[src/rtl/vga_timing_gen.sv]
`default_nettype none
// +--------------------------------------------------------------------------+
// | Module      : vga_timing_gen                                             |
// | Description : Raster timing generator for a VGA-style display. Keeps a   |
// |               horizontal/vertical pixel position that advances on pixel  |
// |               enable cycles and derives sync, visible-region and         |
// |               line/frame start strobes aligned to that position.         |
// | Ports       : vga_clk     - sole clock, rising edge                      |
// |               reset       - synchronous, active-high                     |
// |               pix_en      - pixel advance enable                         |
// |               DrawX/DrawY - current horizontal / vertical position       |
// |               hs/vs       - horizontal / vertical sync, active low       |
// |               blank       - 1 inside the visible region                  |
// |               line_start  - one-clock strobe when DrawX becomes 0        |
// |               frame_start - one-clock strobe when position wraps to 0,0  |
// |               frame_count - completed frames, modulo 256                 |
// | Revision    : 1.0 - initial release                                      |
// +--------------------------------------------------------------------------+
module vga_timing_gen #(
   parameter int H_VISIBLE = 640,
   parameter int H_FRONT   = 16,
   parameter int H_SYNC    = 96,
   parameter int H_BACK    = 48,
   parameter int V_VISIBLE = 480,
   parameter int V_FRONT   = 10,
   parameter int V_SYNC    = 2,
   parameter int V_BACK    = 33
) (
   input  logic       vga_clk,
   input  logic       reset,
   input  logic       pix_en,
   output logic [9:0] DrawX,
   output logic [9:0] DrawY,
   output logic       hs,
   output logic       vs,
   output logic       blank,
   output logic       line_start,
   output logic       frame_start,
   output logic [7:0] frame_count
);

   localparam int H_TOTAL = H_VISIBLE + H_FRONT + H_SYNC + H_BACK;
   localparam int V_TOTAL = V_VISIBLE + V_FRONT + V_SYNC + V_BACK;

   localparam logic [9:0] c_H_LAST     = 10'(H_TOTAL - 1);
   localparam logic [9:0] c_V_LAST     = 10'(V_TOTAL - 1);
   localparam logic [9:0] c_H_VIS      = 10'(H_VISIBLE);
   localparam logic [9:0] c_V_VIS      = 10'(V_VISIBLE);
   localparam logic [9:0] c_HS_START   = 10'(H_VISIBLE + H_FRONT);
   localparam logic [9:0] c_HS_END     = 10'(H_VISIBLE + H_FRONT + H_SYNC);
   localparam logic [9:0] c_VS_START   = 10'(V_VISIBLE + V_FRONT);
   localparam logic [9:0] c_VS_END     = 10'(V_VISIBLE + V_FRONT + V_SYNC);

   logic [9:0] r_draw_x;
   logic [9:0] r_draw_y;
   logic       r_hs;
   logic       r_vs;
   logic       r_blank;
   logic       r_line_start;
   logic       r_frame_start;
   logic [7:0] r_frame_count;

   logic       w_x_wrap;
   logic       w_y_wrap;
   logic [9:0] w_next_x;
   logic [9:0] w_next_y;
   logic       w_next_hs;
   logic       w_next_vs;
   logic       w_next_blank;

   // Wrap on ">=" so an out-of-range position can never persist.
   assign w_x_wrap = (r_draw_x >= c_H_LAST);
   assign w_y_wrap = (r_draw_y >= c_V_LAST);

   always_comb begin
      w_next_x = r_draw_x + 10'd1;
      w_next_y = r_draw_y;
      if (w_x_wrap) begin
         w_next_x = 10'd0;
         w_next_y = w_y_wrap ? 10'd0 : (r_draw_y + 10'd1);
      end
   end

   // Sync and visible-region flags are decoded from the position about to be
   // loaded, so once registered they line up with DrawX/DrawY on the same
   // cycle instead of trailing them by one clock.
   assign w_next_hs    = ~((w_next_x >= c_HS_START) && (w_next_x < c_HS_END));
   assign w_next_vs    = ~((w_next_y >= c_VS_START) && (w_next_y < c_VS_END));
   assign w_next_blank = (w_next_x < c_H_VIS) && (w_next_y < c_V_VIS);

   always_ff @(posedge vga_clk) begin
      if (reset) begin
         r_draw_x      <= 10'd0;
         r_draw_y      <= 10'd0;
         r_hs          <= 1'b1;
         r_vs          <= 1'b1;
         r_blank       <= 1'b0;
         r_line_start  <= 1'b0;
         r_frame_start <= 1'b0;
         r_frame_count <= 8'd0;
      end else begin
         // Strobes last a single clock even when the next cycle is stalled.
         r_line_start  <= 1'b0;
         r_frame_start <= 1'b0;
         if (pix_en) begin
            r_draw_x      <= w_next_x;
            r_draw_y      <= w_next_y;
            r_hs          <= w_next_hs;
            r_vs          <= w_next_vs;
            r_blank       <= w_next_blank;
            r_line_start  <= w_x_wrap;
            r_frame_start <= w_x_wrap & w_y_wrap;
            if (w_x_wrap && w_y_wrap) begin
               r_frame_count <= r_frame_count + 8'd1;
            end
         end
      end
   end

   assign DrawX       = r_draw_x;
   assign DrawY       = r_draw_y;
   assign hs          = r_hs;
   assign vs          = r_vs;
   assign blank       = r_blank;
   assign line_start  = r_line_start;
   assign frame_start = r_frame_start;
   assign frame_count = r_frame_count;

endmodule
`default_nettype wire

[config.mk]
export PLATFORM = sky130hd
export DESIGN_NAME = vga_timing_gen
export DESIGN_NICKNAME = d
export VERILOG_FILES = /design/src/rtl/vga_timing_gen.sv
export SDC_FILE = /design/constraint.sdc
export NUM_CORES = 1
export LEC_CHECK = 0
export ABC_AREA = 1
export BUFFER_PORTS_ARGS = -buffer_cell sky130_fd_sc_hd__buf_2
export CAP_MARGIN = 10
export CELL_PAD_IN_SITES_DETAIL_PLACEMENT = 1
export CELL_PAD_IN_SITES_GLOBAL_PLACEMENT = 1
export CORE_ASPECT_RATIO = 0.8
export CORE_UTILIZATION = 35
export DETAILED_ROUTE_END_ITERATION = 16
export PLACE_DENSITY = 0.75
export SLEW_MARGIN = 20
export SYNTH_ARGS = -nofsm -noshare
export SYNTH_HDL_FRONTEND = slang
export SYNTH_SLANG_ARGS = --single-unit
[constraint.sdc]
create_clock -name vga_clk -period 1.72 [get_ports vga_clk]
set_clock_uncertainty 0.15 [all_clocks]
set_input_delay 0.172 -clock vga_clk [delete_from_list [all_inputs] [get_ports vga_clk]]
set_output_delay 0.172 -clock vga_clk [all_outputs]
set_load 0.01 [all_outputs]
Yosys cells after proc, flatten, opt, wreduce, memory -nomap -nowiden
Cells that the tools add are included.
Operators by class
  mux-type cells: 3
  $mul: 0
  div/mod/pow operators: 0
  $add $sub $neg: 3
  shift-type cells: 0
  bitwise logic cells: 4
  reductions and logical operators: 6
  equal/unequal tests: 0
  $lt $le $gt $ge: 8
Operators with widths (number)
  10-bit >= comparator (second input constant): 3
  10-bit 2-to-1 mux: 3
  10-bit by 1-bit adder with 10-bit output (second input constant): 2
  10-bit less-than comparator (second input constant): 2
  10-bit by 9-bit less-than comparator with 1-bit output (second input constant): 2
  10-bit by 9-bit >= comparator with 1-bit output (second input constant): 1
  8-bit by 1-bit adder with 8-bit output (second input constant): 1
  1-bit logical AND: 4
  1-bit NOT: 3
  2-bit AND reduction: 1
  2-bit OR reduction: 1
  1-bit bitwise AND: 1
Storage, ports and cells
  flip-flop bits (word level): 33
  output and inout port bits: 33
  memories: 0
  bits in latches: 0
  input port bits: 3
  word-level logic and storage cells: 32
  ROM bits: 0
  RAM bits: 0

Longest topological paths before layout
Gate-level depths: netlist of the first run.
  word-level depth: 6
  depth in mapped cells: 13
  gate-level depth less buffers: 13

Least setup slack after synthesis of the first run
No wires, ideal clock.
  path kind: register -> register
  start: reg r_draw_x[0], in the netlist DrawX[0]
  end: reg r_vs, in the netlist vs
  arrival time: 1.612 ns
  cell stages (with the launch flop): 14
  buffers on the path: 1
  slack: -0.157 ns
  cells stage by stage: dfxtp_1 > ha_1 > nand2_2 > nor2_4 > nor2_2 > nor2_8 > buf_6 > nand3_1 > nand3_1 > nand2_1 > nor2_1 > nand3_1 > nand2_1 > nand2_1
Between the ends
  longest elaborated chain between the ends: 5
RTL lines
  start, declared: RTL line 54  | logic [9:0] r_draw_x;
  start signal, assigned: RTL line 106  | r_draw_x <= w_next_x;
  10-bit >= comparator *: RTL line 72  | assign w_x_wrap = (r_draw_x >= c_H_LAST);
  10-bit 2-to-1 mux *: RTL line 78  | if (w_x_wrap) begin
  10-bit by 9-bit >= comparator with 1-bit output or 10-bit by 9-bit less-than comparator with 1-bit output (tied branches): RTL line 88  | assign w_next_vs = ~((w_next_y >= c_VS_START) && (w_next_y < c_VS_END));
  1-bit logical AND *: RTL line 88
  1-bit NOT *: RTL line 88
  end signal, assigned: RTL line 109  | r_vs <= w_next_vs;
  end, declared: RTL line 57  | logic r_vs;
Mark *: on every way between the ends. The rest lies on a longest branch, timed or not.
A chain may end at the register's enable or synchronous reset.

Final worst setup path of the first run
Same ends and word-level chain as after synthesis.

==> results of run 1 <==
==> synth_stat cells (4+ instances only) <==
cell type  number
nor2_2          4
nor3_1          6
ha_1            4
nand2_2         5
nand3_1        33
o21ai_0        18
dfxtp_1        33
nor2_1         28
nand4_1         4
inv_1          31
a21oi_1        20
nand2_1        54
==> path summary, 6_finish.rpt <==
| path | from | end | slack, ns | cells past startpoint |
|---|---|---|---|---|
| worst max-delay path | DrawX[0] | vs | -0.44 | 13 |
| worst min-delay path | reset | frame_count[0] | 0.10 | 3 |
| worst min register to register | hs | hs | 0.33 | 2 |
| worst max register to register | DrawX[0] | vs | -0.44 | 13 |
==> stage by stage <==
step,setup TNS [ns],instances,utilization
2_1_floorplan,-0.0367,275,-
3_3_place_gp,-0.788,422,0.500
3_5_place_dp,-2.09,422,0.500
4_1_cts,-1.06,438,0.556
5_1_grt,-4.76,443,0.608
6_report,-2.95,443,0.608
==> state kept, by name, indices dropped and copies added, names as in the netlist <==
name         cells
DrawX           10
DrawY           10
blank            1
frame_count      8
frame_start      1
hs               1
line_start       1
vs               1
==> layout make-up <==
cell class / count / area (µm²)
Clock buffer: 7 / 86.3
Tap cell: 62 / 77.6
Sequential cell: 33 / 672
Inverter: 34 / 130
Multi-Input combinational cell: 203 / 1360
Clock inverter: 1 / 30.0
Timing Repair Buffer: 103 / 742
Fill cell: 646 / 2000
==> metal layers <==
layer / vias to the layer above / wire length (µm) / GRT usage
met1: 1211 / 3860 / 0.325
li1: 1122 / - / -
met3: 35 / 483 / 0.0440
met2: 102 / 4700 / 0.509
met5: - / 0 / 0
met4: 0 / 369 / 0.0754
==> cell families after synthesis <==
kind of cell    share of synthesized area
compound gates                      0.159
xor+xnor                          0.00929
fa+ha+maj                          0.0265
buf+inv                            0.0849
flops                               0.350
simple gates                        0.370
==> worst min-delay path: cells and delay by family <==
| family | cells | cell delay [ns] |
|---|---|---|
| buffers and inverters | 2 | 0.28 |
| AND/OR/NAND/NOR | 1 | 0.05 |
==> power breakdown <==
group	switching [mW]	internal (mW)
Sequential	0.0211	0.785
Combinational	0.169	0.110
Clock	0.325	0.473
==> repair_timing <==
item                                    in CTS  in global routing
pin swaps                                   11                 19
endpoints found under the setup margin      21                 24
cloned                                       1                  0
setup buffers                                7                  6
resized for setup                           30                 64
==> results.yml, run 1 <==
outcome:
  status: "complete, but fails checks"
  failed_checks: "design-rule violations, negative setup slack"
timing:
  rsz0062_at_grt: "yes"
  final.period_utilization: 1.26
  hold_viol_final: 0
  slew_headroom: 0.719
  fmaxAchievable_mhz: 462
  worstMarginPinSlew_ns: 0.420
  hold_slack_ns: 0.101
  setup_ws_ns: -0.444
  final.min_clock_period_ns: 2.16
  final-setup-viol-count: 19
  maxSlewViolCount: 0
finish:
  area_growth_pct: 64.3
  num-nets-final: 387
  layout_common_cells: "buf_4, nand2_1, buf_2"
  final_area_mm2: 0.00310
  final_common_cell: "buf_4"
  diodes: 0
  drive_above_1_share: 0.493
clocking:
  clock_latency_ns: 0.30
  clock-sinks: 33
  clock-root-buffer: "clkbuf_8"
  numCtsBuffers: 5
  htree_levels: 2
  cts.reportedPaths.clkPinSlew_ns: 0.08
  cts_tree: "yes"
  clockBufferDepth: 2
  cts-hold-fix-buffers: 0
die:
  fp.dieW_um: 84.1
  core_mm2: 0.00509
  fp.dieH_um: 67.7
  die-area_mm2: 0.00569
  io-pin-count: 36
  num_rows: 23
  initial_utilization: 0.370
detailed_routing:
  viasPerCell: 5.58
  routed_wirelength_um: 9420
  drc: 1
  drt_iter0_drc: 217
  first_pass_iters: 10
  vias: 2470
  wl_per_cell_um: 21.3
  ant_nets: 0
power_and_ir_drop:
  cellLeakagePower_nw: 1.48
  ir_worst_vdd_v: 0.000377
  power_density_mw_per_mm2: 608
  power_mw: 1.88
logic_synthesis:
  synth_edf_count: 0
  yosys-top-cells-area: "dfxtp_1, nand2_1, nand3_1, inv_1, nor2_1"
  synthArstFlopShare: 0
  synth_top_area_frac: 0.350
  yosysSeqAreaShare: 0.350
  synthDistinctLibCells: 35
  mappedNetlistArea_mm2: 0.00189
  synthFlopType: "dfxtp_1"
  synth-seq-cells: 33
  synth_top_area_cell: "dfxtp_1"
  syn_area_per_cell_um2: 6.86
  synthCells: 275
  synth_nets: 282
  ys_warn_count: 0
critical_path:
  critPathKind: "register to register"
  cp_cell_sequence: "ha_4, nand2_4, nor2_4, nor2_4, nor2_8, buf_6, nand3_1, nand2_1, nand3_1, nor2_1, nand3_1, nand2_1, nand2_1"
  required_ns: 1.76
  arrival_ns: 2.21
  cp_slowest_stage_delay_ns: 0.36
  cp_num_buf_inv: 1
  cp-start-kind: "register"
  crit_family: "simple AND/OR/NAND/NOR gates"
  crit_slowest_cell: "dfxtp_4"
  cp-end-kind: "register"
  worstPathMaxFanout: 6
global_route:
  antenna_found_initial: 0
  grt_pass1_vias: 2383
  grtUsageTotal: 0.271
  grt_max_degree: 18
  grt.overflow.total: 0
  grt_pass1_wl_um: 11800
place:
  place_area_mm2: 0.00255
  gp_congestion: 0.820
  io_buffer_count: 35
  dp_hpwl_um: 4930
  dp_worst_setup_slack_ns: -0.234
min_path:
  holdCritPathClass: "primary input to register"
flow_run:
  cap_violations: 0
No activity file was read; power rests on OpenSTA's default activity.
==> run 2, diff against run 1 <==
--- a/config.mk
+++ b/config.mk
@@ -5,13 +5,13 @@
 export SDC_FILE = /design/constraint.sdc
 export NUM_CORES = 1
 export LEC_CHECK = 0
-export ABC_AREA = 1
+export ABC_AREA = 0
 export BUFFER_PORTS_ARGS = -buffer_cell sky130_fd_sc_hd__buf_2
 export CAP_MARGIN = 10
 export CELL_PAD_IN_SITES_DETAIL_PLACEMENT = 1
 export CELL_PAD_IN_SITES_GLOBAL_PLACEMENT = 1
 export CORE_ASPECT_RATIO = 0.8
-export CORE_UTILIZATION = 35
+export CORE_UTILIZATION = 36
 export DETAILED_ROUTE_END_ITERATION = 16
 export PLACE_DENSITY = 0.75
 export SLEW_MARGIN = 20
==> results.yml, run 2 <==
timing:
  hold_viol_final: 0
  setup_ws_ns: -0.454
  worstMarginPinSlew_ns: 0.588
  final.period_utilization: 1.26
  final.min_clock_period_ns: 2.17
  slew_headroom: 0.606
  final-setup-viol-count: 33
  fin_tns_setup_ns: -9.11
  rsz0062_at_grt: "yes"
  fmaxAchievable_mhz: 460
  maxSlewViolCount: 0
die:
  initial_utilization: 0.390
  io-pin-count: 36
  die-area_mm2: 0.00545
  fp.dieH_um: 66.2
  fp.dieW_um: 82.3
  num_rows: 22
  core_mm2: 0.00476
logic_synthesis:
  yosysSeqAreaShare: 0.356
  synth_nets: 239
  synth-adder-area-share: 0.0270
  synthDistinctLibCells: 52
  mappedNetlistArea_mm2: 0.00186
  synthFlopType: "dfxtp_1"
  ys_warn_count: 0
  synthArstFlopShare: 0
  syn_area_per_cell_um2: 8.00
  synthTopCellsByCount: "dfxtp_1, nor2_1, nand2_1, a21oi_1, o21ai_0"
  synth_top_area_frac: 0.356
  synth-seq-cells: 33
  synth_compound_area_frac: 0.209
  yosys.cell_count.top_type: "dfxtp_1"
  synthCells: 232
  synth_edf_count: 0
  synth_top_family_by_area: "simple AND/OR/NAND/NOR gates"
  synthMuxAreaShare: 0.0216
  synth-simple-area-share: 0.296
  yosys-top-cells-area: "dfxtp_1, nor2_1, a21oi_1, nand2_1, o21ai_0"
  synth_xor_area_frac: 0.0519
  synth_top_area_cell: "dfxtp_1"
critical_path:
  rr_worst_depth: 7
  cp-start-kind: "register"
  startpoint: "DrawX[1]"
  arrival_ns: 2.25
  critPathKind: "register to register"
  r2r_slack_ns: -0.45
  worstPathMaxFanout: 4
  required_ns: 1.79
  regToRegEndpoint: "DrawY[6]"
  cp-end-kind: "register"
  rr_startpoint: "DrawX[1]"
clocking:
  clockBufferDepth: 2
  clock-sinks: 33
  cts.reportedPaths.clkPinSlew_ns: 0.09
  clock_latency_ns: 0.30
  cts_tree: "yes"
  numCtsBuffers: 5
  htree_levels: 2
  cts-hold-fix-buffers: 0
  clock-root-buffer: "clkbuf_8"
outcome:
  failed_checks: "negative setup slack"
  status: "complete, but fails checks"
detailed_routing:
  wl_per_cell_um: 20.5
  routed_wirelength_um: 7890
  drc: 0
  ant_nets: 0
  vias: 2196
  viasPerCell: 5.70
  first_pass_iters: 4
  drt_iter0_drc: 138
power_and_ir_drop:
  power_mw: 1.66
  cellLeakagePower_nw: 1.23
  power_density_mw_per_mm2: 548
  ir_worst_vdd_v: 0.000432
finish:
  layout_common_cells: "buf_4, buf_2, nor2_1"
  area_growth_pct: 63.2
  num-nets-final: 331
  drive_above_1_share: 0.520
  final_common_cell: "buf_4"
  diodes: 0
global_route:
  grt_pass1_wl_um: 11200
  grt.overflow.total: 0
  grt_pass1_vias: 2165
  antenna_found_initial: 0
  grtUsageTotal: 0.278
  grt_max_degree: 32
place:
  dp_worst_setup_slack_ns: -0.444
  io_buffer_count: 35
  dp_hpwl_um: 4330
  gp_congestion: 0.804
min_path:
  worstHoldEndpoint: "blank"
  holdCritPathClass: "primary input to register"
  hold_depth: 3
  min_from: "reset"
flow_run:
  cap_violations: 0
-- run 2: cell count changes after synthesis, sizes merged, moves of 4 or more --
cell / before / now
and2: 0 / 5
mux2i: 0 / 4
nand3: 35 / 11
inv: 33 / 3
and3: 0 / 6
nand2: 60 / 20
xor2: 0 / 6
nor2: 35 / 28
clkbuf: 3 / 11
o21ai: 22 / 15
or3: 0 / 4
-- run 2: worst max-delay path by stage --
| stage | endpoint | depth (start not counted) |
|---|---|---|
| detailed placement | vs | 7 |
| floorplan | DrawY[5] | 5 |
| finish | DrawY[6] | 7 |
| global route | DrawY[6] | 7 |
| CTS | DrawY[3] | 5 |
| global placement | DrawY[3] | 5 |
-- run 2: logic make-up after synthesis --
kind of cell    after synthesis
compound gates               59
flops                        33
simple gates                103
xor+xnor                     11
buf+inv                      18
mux                           4
fa+ha+maj                     4
-- run 2: through the flow --
step / instances / hold WS (ns) / instance area (µm²) / util
2_1_floorplan: 232 / 0.204 / 1980 / -
3_3_place_gp: 361 / 0.346 / 2490 / 0.523
3_5_place_dp: 361 / 0.360 / 2490 / 0.523
4_1_cts: 377 / 0.0498 / 2820 / 0.592
5_1_grt: 385 / 0.0587 / 3030 / 0.636
6_report: 385 / 0.0598 / 3030 / 0.636
-- run 2: power breakdown --
part | switching (mW) | total (mW) | leakage [nW] | internal (mW)
combinational | 0.0873 | 0.144 | 0.905 | 0.0565
clock | 0.356 | 0.731 | 0.0525 | 0.376
sequential | 0.00944 | 0.784 | 0.272 | 0.775
-- run 2: critical path, cell delays in order, from the launching register on --
cell	delay [ns]
dfxtp_4	0.37
ha_4	0.13
and4_4	0.23
o211ai_1	0.26
buf_4	0.24
or4_4	0.40
a21o_1	0.20
a21oi_2	0.12
-- run 2: final cells by class --
type,instances,area [µm²]
fill,565,1730
multi-input combinational,181,1420
timing repair buffer,100,736
sequential,33,678
clock buffer,6,93.8
tap,60,75.1
clock inverter,2,16.3
inverter,3,11.3
-- run 2: metal layers --
metal  wire [µm]  global-route usage  vias to the layer above
met4         179              0.0943                        0
met5           0                   0                        -
met2        3840               0.455                       60
met3         323              0.0607                       18
met1        3550               0.358                     1087
li1            -                   -                     1031
-- run 2: what timing repair did --
action	in CTS	in global routing
setup endpoints to repair	28	32
pin swaps	29	27
resized for setup	37	34
buffers inserted	8	10
